--- src/rtl/systolic_pkg.sv ---
// systolic_pkg
// Shared types and constants for the systolic array and its result drain.
//   MATRIX_SIZE   : matrix dimension N (N x N elements)
//   DATA_W        : signed element width
//   elem_t        : one signed matrix element
//   matrix_t      : full N x N result matrix, indexed [row][col]
//   drain_state_t : result drain FSM states (IDLE, STREAM)
package systolic_pkg;

  localparam int MATRIX_SIZE = 10;
  localparam int DATA_W      = 16;

  typedef logic signed [DATA_W-1:0] elem_t;

  typedef elem_t matrix_t [MATRIX_SIZE][MATRIX_SIZE];

  // Explicit encodings keep the state register layout stable for older
  // tooling that expects fixed 1-bit state constants.
  typedef enum logic [0:0] {
    IDLE   = 1'b0,
    STREAM = 1'b1
  } drain_state_t;

endpackage

--- src/rtl/systolic_result_drain.sv ---
// systolic_result_drain
// Captures the full result matrix from systolic_array on a rising edge of
// 'done' and streams it out one element per valid/ready transfer in
// row-major order, tagged with row, column and last.
//
// Ports:
//   clk        in   single clock, rising-edge
//   rst        in   asynchronous active-high reset
//   done       in   completion level/pulse from systolic_array
//   A_result   in   N x N signed result matrix, sampled only on capture
//   out_valid  out  element available
//   out_ready  in   consumer accepts the element this cycle
//   out_data   out  current element (0 when not valid)
//   out_row    out  row index of the current element
//   out_col    out  column index of the current element
//   out_last   out  current element is [N-1][N-1]
//   busy       out  a matrix is held or being streamed
//   overrun    out  sticky: a completion arrived while busy
//
// Optional build macro:
//   RESULT_SAT8_EN  clamp each streamed element to [0, 255] at the output
//                   mux; the buffer always stores raw values.
module systolic_result_drain
  import systolic_pkg::*;
#(
  parameter int MATRIX_SIZE = systolic_pkg::MATRIX_SIZE,
  parameter int DATA_W      = systolic_pkg::DATA_W,
  localparam int IDX_W      = (MATRIX_SIZE > 1) ? $clog2(MATRIX_SIZE) : 1
) (
  input  logic                     clk,
  input  logic                     rst,
  input  logic                     done,
  input  logic signed [DATA_W-1:0] A_result [MATRIX_SIZE][MATRIX_SIZE],
  output logic                     out_valid,
  input  logic                     out_ready,
  output logic signed [DATA_W-1:0] out_data,
  output logic [IDX_W-1:0]         out_row,
  output logic [IDX_W-1:0]         out_col,
  output logic                     out_last,
  output logic                     busy,
  output logic                     overrun
);

  localparam logic [IDX_W-1:0] LAST_IDX = IDX_W'(MATRIX_SIZE - 1);

  drain_state_t state;
  logic                     done_q;
  logic [IDX_W-1:0]         row;
  logic [IDX_W-1:0]         col;
  logic signed [DATA_W-1:0] mem [MATRIX_SIZE][MATRIX_SIZE];

  logic capture;
  logic streaming;
  logic at_last;
  logic xfer;
  logic final_xfer;
  logic load;
  logic signed [DATA_W-1:0] raw_elem;

  // A completion held high for several cycles must only count once.
  assign capture    = done & ~done_q;
  assign streaming  = (state == STREAM);
  assign at_last    = (row == LAST_IDX) && (col == LAST_IDX);
  assign xfer       = streaming & out_ready;
  assign final_xfer = xfer & at_last;

  // A new matrix is accepted when idle, or when it lands exactly on the
  // final transfer so back-to-back results stream without a gap.
  assign load = capture & (~streaming | final_xfer);

`ifdef RESULT_SAT8_EN
  function automatic logic signed [DATA_W-1:0] clamp_sat8(
    input logic signed [DATA_W-1:0] v
  );
    if (v < 0)
      return '0;
    else if (v > 255)
      return DATA_W'(255);
    else
      return v;
  endfunction
`endif

  // Buffer is deliberately not reset; contents are only meaningful after
  // a capture, and A_result only has to be valid in that one cycle.
  always_ff @(posedge clk) begin
    if (load) begin
      for (int i = 0; i < MATRIX_SIZE; i++) begin
        for (int j = 0; j < MATRIX_SIZE; j++) begin
          mem[i][j] <= A_result[i][j];
        end
      end
    end
  end

  // Edge detect, FSM, row-major index walk and sticky overrun flag.
  // Captures that arrive mid-stream are dropped but recorded in overrun.
  always_ff @(posedge clk or posedge rst) begin
    if (rst) begin
      state   <= IDLE;
      done_q  <= 1'b0;
      row     <= '0;
      col     <= '0;
      overrun <= 1'b0;
    end else begin
      done_q <= done;

      if (load) begin
        state <= STREAM;
        row   <= '0;
        col   <= '0;
      end else if (xfer) begin
        if (at_last) begin
          state <= IDLE;
          row   <= '0;
          col   <= '0;
        end else if (col == LAST_IDX) begin
          col <= '0;
          row <= row + 1'b1;
        end else begin
          col <= col + 1'b1;
        end
      end

      if (capture && streaming && !final_xfer) begin
        overrun <= 1'b1;
      end
    end
  end

  // Output mux; indices only move on a transfer, so all tags and data
  // hold stable while the consumer stalls.
  assign raw_elem = mem[row][col];

  always_comb begin
    out_data = '0;
    if (streaming) begin
`ifdef RESULT_SAT8_EN
      out_data = clamp_sat8(raw_elem);
`else
      out_data = raw_elem;
`endif
    end
  end

  assign out_valid = streaming;
  assign out_row   = row;
  assign out_col   = col;
  assign out_last  = streaming & at_last;
  assign busy      = streaming;

endmodule

--- config.mk ---
export PLATFORM = sky130hd
export DESIGN_NAME = systolic_result_drain
export DESIGN_NICKNAME = d
export VERILOG_FILES = /design/src/rtl/systolic_pkg.sv /design/src/rtl/systolic_result_drain.sv
export SDC_FILE = /design/constraint.sdc
export NUM_CORES = 2
export LEC_CHECK = 0
export ABC_AREA = 1
export BUFFER_PORTS_ARGS = -buffer_cell sky130_fd_sc_hd__buf_2
export CAP_MARGIN = 20
export CORE_AREA = 4 4 628 630
export CTS_BUF_LIST = sky130_fd_sc_hd__clkbuf_4 sky130_fd_sc_hd__clkbuf_8
export CTS_CLUSTER_SIZE = 24
export DETAILED_ROUTE_END_ITERATION = 8
export DIE_AREA = 0 0 632 634
export PLACE_DENSITY = 0.44
export SLEW_MARGIN = 20
export SYNTH_ARGS = -nofsm -noshare
export SYNTH_HDL_FRONTEND = slang
export SYNTH_SLANG_ARGS = --single-unit
export TNS_END_PERCENT = 5
--- constraint.sdc ---
create_clock -name clk -period 77.3 [get_ports clk]
set_input_delay 3.865 -clock clk [delete_from_list [all_inputs] [get_ports clk]]
set_output_delay 3.865 -clock clk [all_outputs]
set_load 0.05 [all_outputs]
==> results.md <==
* Sw Ratio at 43.9%
* Synth top area cells: edfxtp_1, nand2_1, nor2_1, nand3_1, o21ai_0
* CTS sink cnt at 1611
* Largest net degree at the start of global routing at 180
* Synth Net Count at 7073
* Total net switching power at 1320 uW
* Area Growth Syn to Fin at 31.0%
* DR WL/cell at 30.1 um
* Slew HR at 16.9%
* Crit share post-route at 14.3%
* Vias in the first global route at 52415
* Seq/Total Area, Yosys at 73.9%
* CP peak stage delay at 0.85 ns
* Clock skew at 0.0908 ns
* Count leader, synth: edfxtp_1
* RSZ-0062 raised after global routing: no
* M1 GR Usage at 21.9%
* GP Congestion at 0.912
* Clock transition at path regs at 0.06 ns
* Placed insts at 12069
* # Post-CTS Setup Buffers at 0
* Crit-path cells: buf_4 > buf_4 > buf_4 > buf_4 > nor2_1 > nor2_1 > o21ai_0 > o211ai_1 > nand3_1 > nand2_1 > inv_1 > nand2_1 > nand2_1 > nand2_1 > nand2_1 > a21oi_1 > buf_2
* Hold Vio Cnt, Final at 0
* Hold Crit Start: overrun
* Hold endpoint: overrun
* R2R Setup Slk at 67.86 ns
* Area fraction of the dominant cell type after synthesis at 73.5%
* CP max FO at 70
* M3 GR Usage at 4.43%
* Post-synth top cells: edfxtp_1, nand2_1, nor2_1
* Least-Margin Pin Slew at 1.23 ns
* Outcome: completed
* Final wirelength at 384 mm
* Layout cell share with drive strength beyond 1 at 30.4%
* Root buf cell: clkbuf_8
* Fin cells at 12756
* TritonCTS Buffers at 313
* Setup CP Type: register to output port
* Die X at 632 um
* Post-Syn Area at 65400 um^2
* FMAX at 90.4 MHz
* Number of gates resized after cts at 0
* Worst R2R Start: out_row[2]
* Die footprint at 401000 um^2
* Worst r2r path cells at 14
* Die height at 634 um
* Starting Density at 16.8%
* Core area at 389000 um^2
* Clock latency at the later pin of the worst-skew pair at 1.04 ns
* Total gr overflow at 0
* Synth area leader: edfxtp_1
* H-tree levels at 5
* Final setup viols at 0
* Post-layout min period at 11.07 ns
* Initial antenna violation count at 357
* Hold crit path type: register to register
* Comb pwr share at 37.7%
* PwrDens at 35.1 nW/um^2
* Asr flop ratio synth at 0.683%
* Initial DRC Count at 4793
* Post-synth EDFFs at 1600
* Startpoint types: register
* Area of the multi-input gates at 14400 um^2
* Slew Limit Fails at 0
* Vias at 52159
* GR peak layer: met2
* Yosys reg bits at 1611
* FP Rows at 229
* Data arrival, critical path at 7.20 ns
* Leakage Power at 0.0326 uW
* I/O pin cnt at 1632
* Setup TNS at 0 ns
* FF/Latch Area at 48300 um^2
* DRT Pass-1 Iters at 6
* HPWL Detailed at 297 mm
* Hold_ws at 0.499 ns
* Critical R2R Capture: mem[1][103]
* GR Util All Layers at 18.2%
* NumNets Final at 8795
* Clk pwr share at 29.4%
* Post-Syn Instances at 5465
* First-pass GRT wire length at 490 mm
* DRC errors left at 0
* Pint at 1690 uW
* Post-DRT Antenna Nets at 0
* Data required, critical path at 73.44 ns
* CTS tree: built
* Peak supply drop at 0.0220 mV
* Hold-fix buffer count after cts at 0
* PortBufs at 1631
* Avg Inst Size Synth at 12.0 um^2
* Sequential power share at 32.9%
* Max Cap Violations at 0
* Post-DR vias/cell at 4.09
* # fillers at 42479
* Synth unique cells at 40
* Worst Setup End Kind: output port
* Cell count of the worst hold path at 1
* Top cell by count, worst path: nand2_1
* Clk buf depth at 4
* Critical Path Slowest Stage Cell: dfrtp_4
* Ys flop type: edfxtp_1
* Syn. warnings at 0
* GR Util met2 at 31.7%
## routing by layer
layer	routed length (um)	share of wire, %
met1	151000	39
met2	191000	50
met3	28100	7.3
met4	12900	3.4
met5	662	0.17
## area by class of cell
type,count,share of cell area (%)
Antenna cell,136,0.397
Inverter,213,1.02
Clock buffer,422,6.01
Clock inverter,129,1.18
Tap cell,5197,7.59
Multi-Input combinational cell,3312,16.8
Timing Repair Buffer,1736,10.5
Sequential cell,1611,56.4
## kinds of logic (layout without fill, tap and decap cells)
| kind of cell | Yosys count | in the layout | synth area share, % |
|---|---|---|---|
| mux | 5 | 5 | 0.0766 |
| flops | 1611 | 1611 | 73.9 |
| simple gates | 2659 | 2659 | 16.4 |
| other cells | 0 | 136 | 0 |
| buf+inv | 542 | 2500 | 4.08 |
| fa+ha+maj | 4 | 4 | 0.0766 |
| xor+xnor | 1 | 1 | 0.0134 |
| compound gates | 643 | 643 | 5.41 |
## critical path, delay by kind of cell (launching register included)
family	cells	cell delay [ns]
buf+inv	6	3.04
flops	1	0.85
simple gates	8	1.28
compound gates	3	0.69
## per-stage QoR
step                      power, uW  setup WS (ns)  area (um^2)  util (%)
final                          3010          66.23        85600      22.0
after global routing           3180          65.76        85500      22.0
after CTS                      3100          65.82        85300      22.0
after detailed placement       2200          65.85        79100      20.4
after global placement         2210          66.07        79100      20.4
after floorplan                1580          39.66        65400         -
## cell usage in the layout (no fill, tap or decap), drive strengths merged, types with 101 or more instances in the layout
cell | synthesis | routed
edfxtp | 1600 | 1600
clkbuf | 79 | 422
o21ai | 411 | 411
diode | 0 | 136
inv | 209 | 223
nor2 | 710 | 710
nand3 | 515 | 515
a21oi | 101 | 101
buf | 250 | 1736
nand2 | 1379 | 1379
## power by group through the flow
| stage | combinational [uW] | sequential [uW] | clock, uW |
|---|---|---|---|
| final | 1130 | 990 | 883 |
| after global routing | 1240 | 992 | 949 |
| after CTS | 1190 | 992 | 913 |
| after detailed placement | 1190 | 1010 | 0 |
| after global placement | 1190 | 1010 | 0 |
| after floorplan | 561 | 1020 | 0 |
## registers in the layout, summed over array words and instances (netlist names)
register and flops:
overrun 1, done_q 1, out_row 4, mem 1600, busy 1, out_col 4
## worst max path at each step
stage	startpoint	to
6_report	out_row[0]	out_data[13]
5_1_grt	out_row[0]	out_data[0]
4_1_cts	out_row[0]	out_data[0]
3_5_place_dp	done	mem[0][148]
3_3_place_gp	done	mem[0][148]
2_1_floorplan	done	out_row[2]
Note: power is estimated with default switching activity, not from simulation.
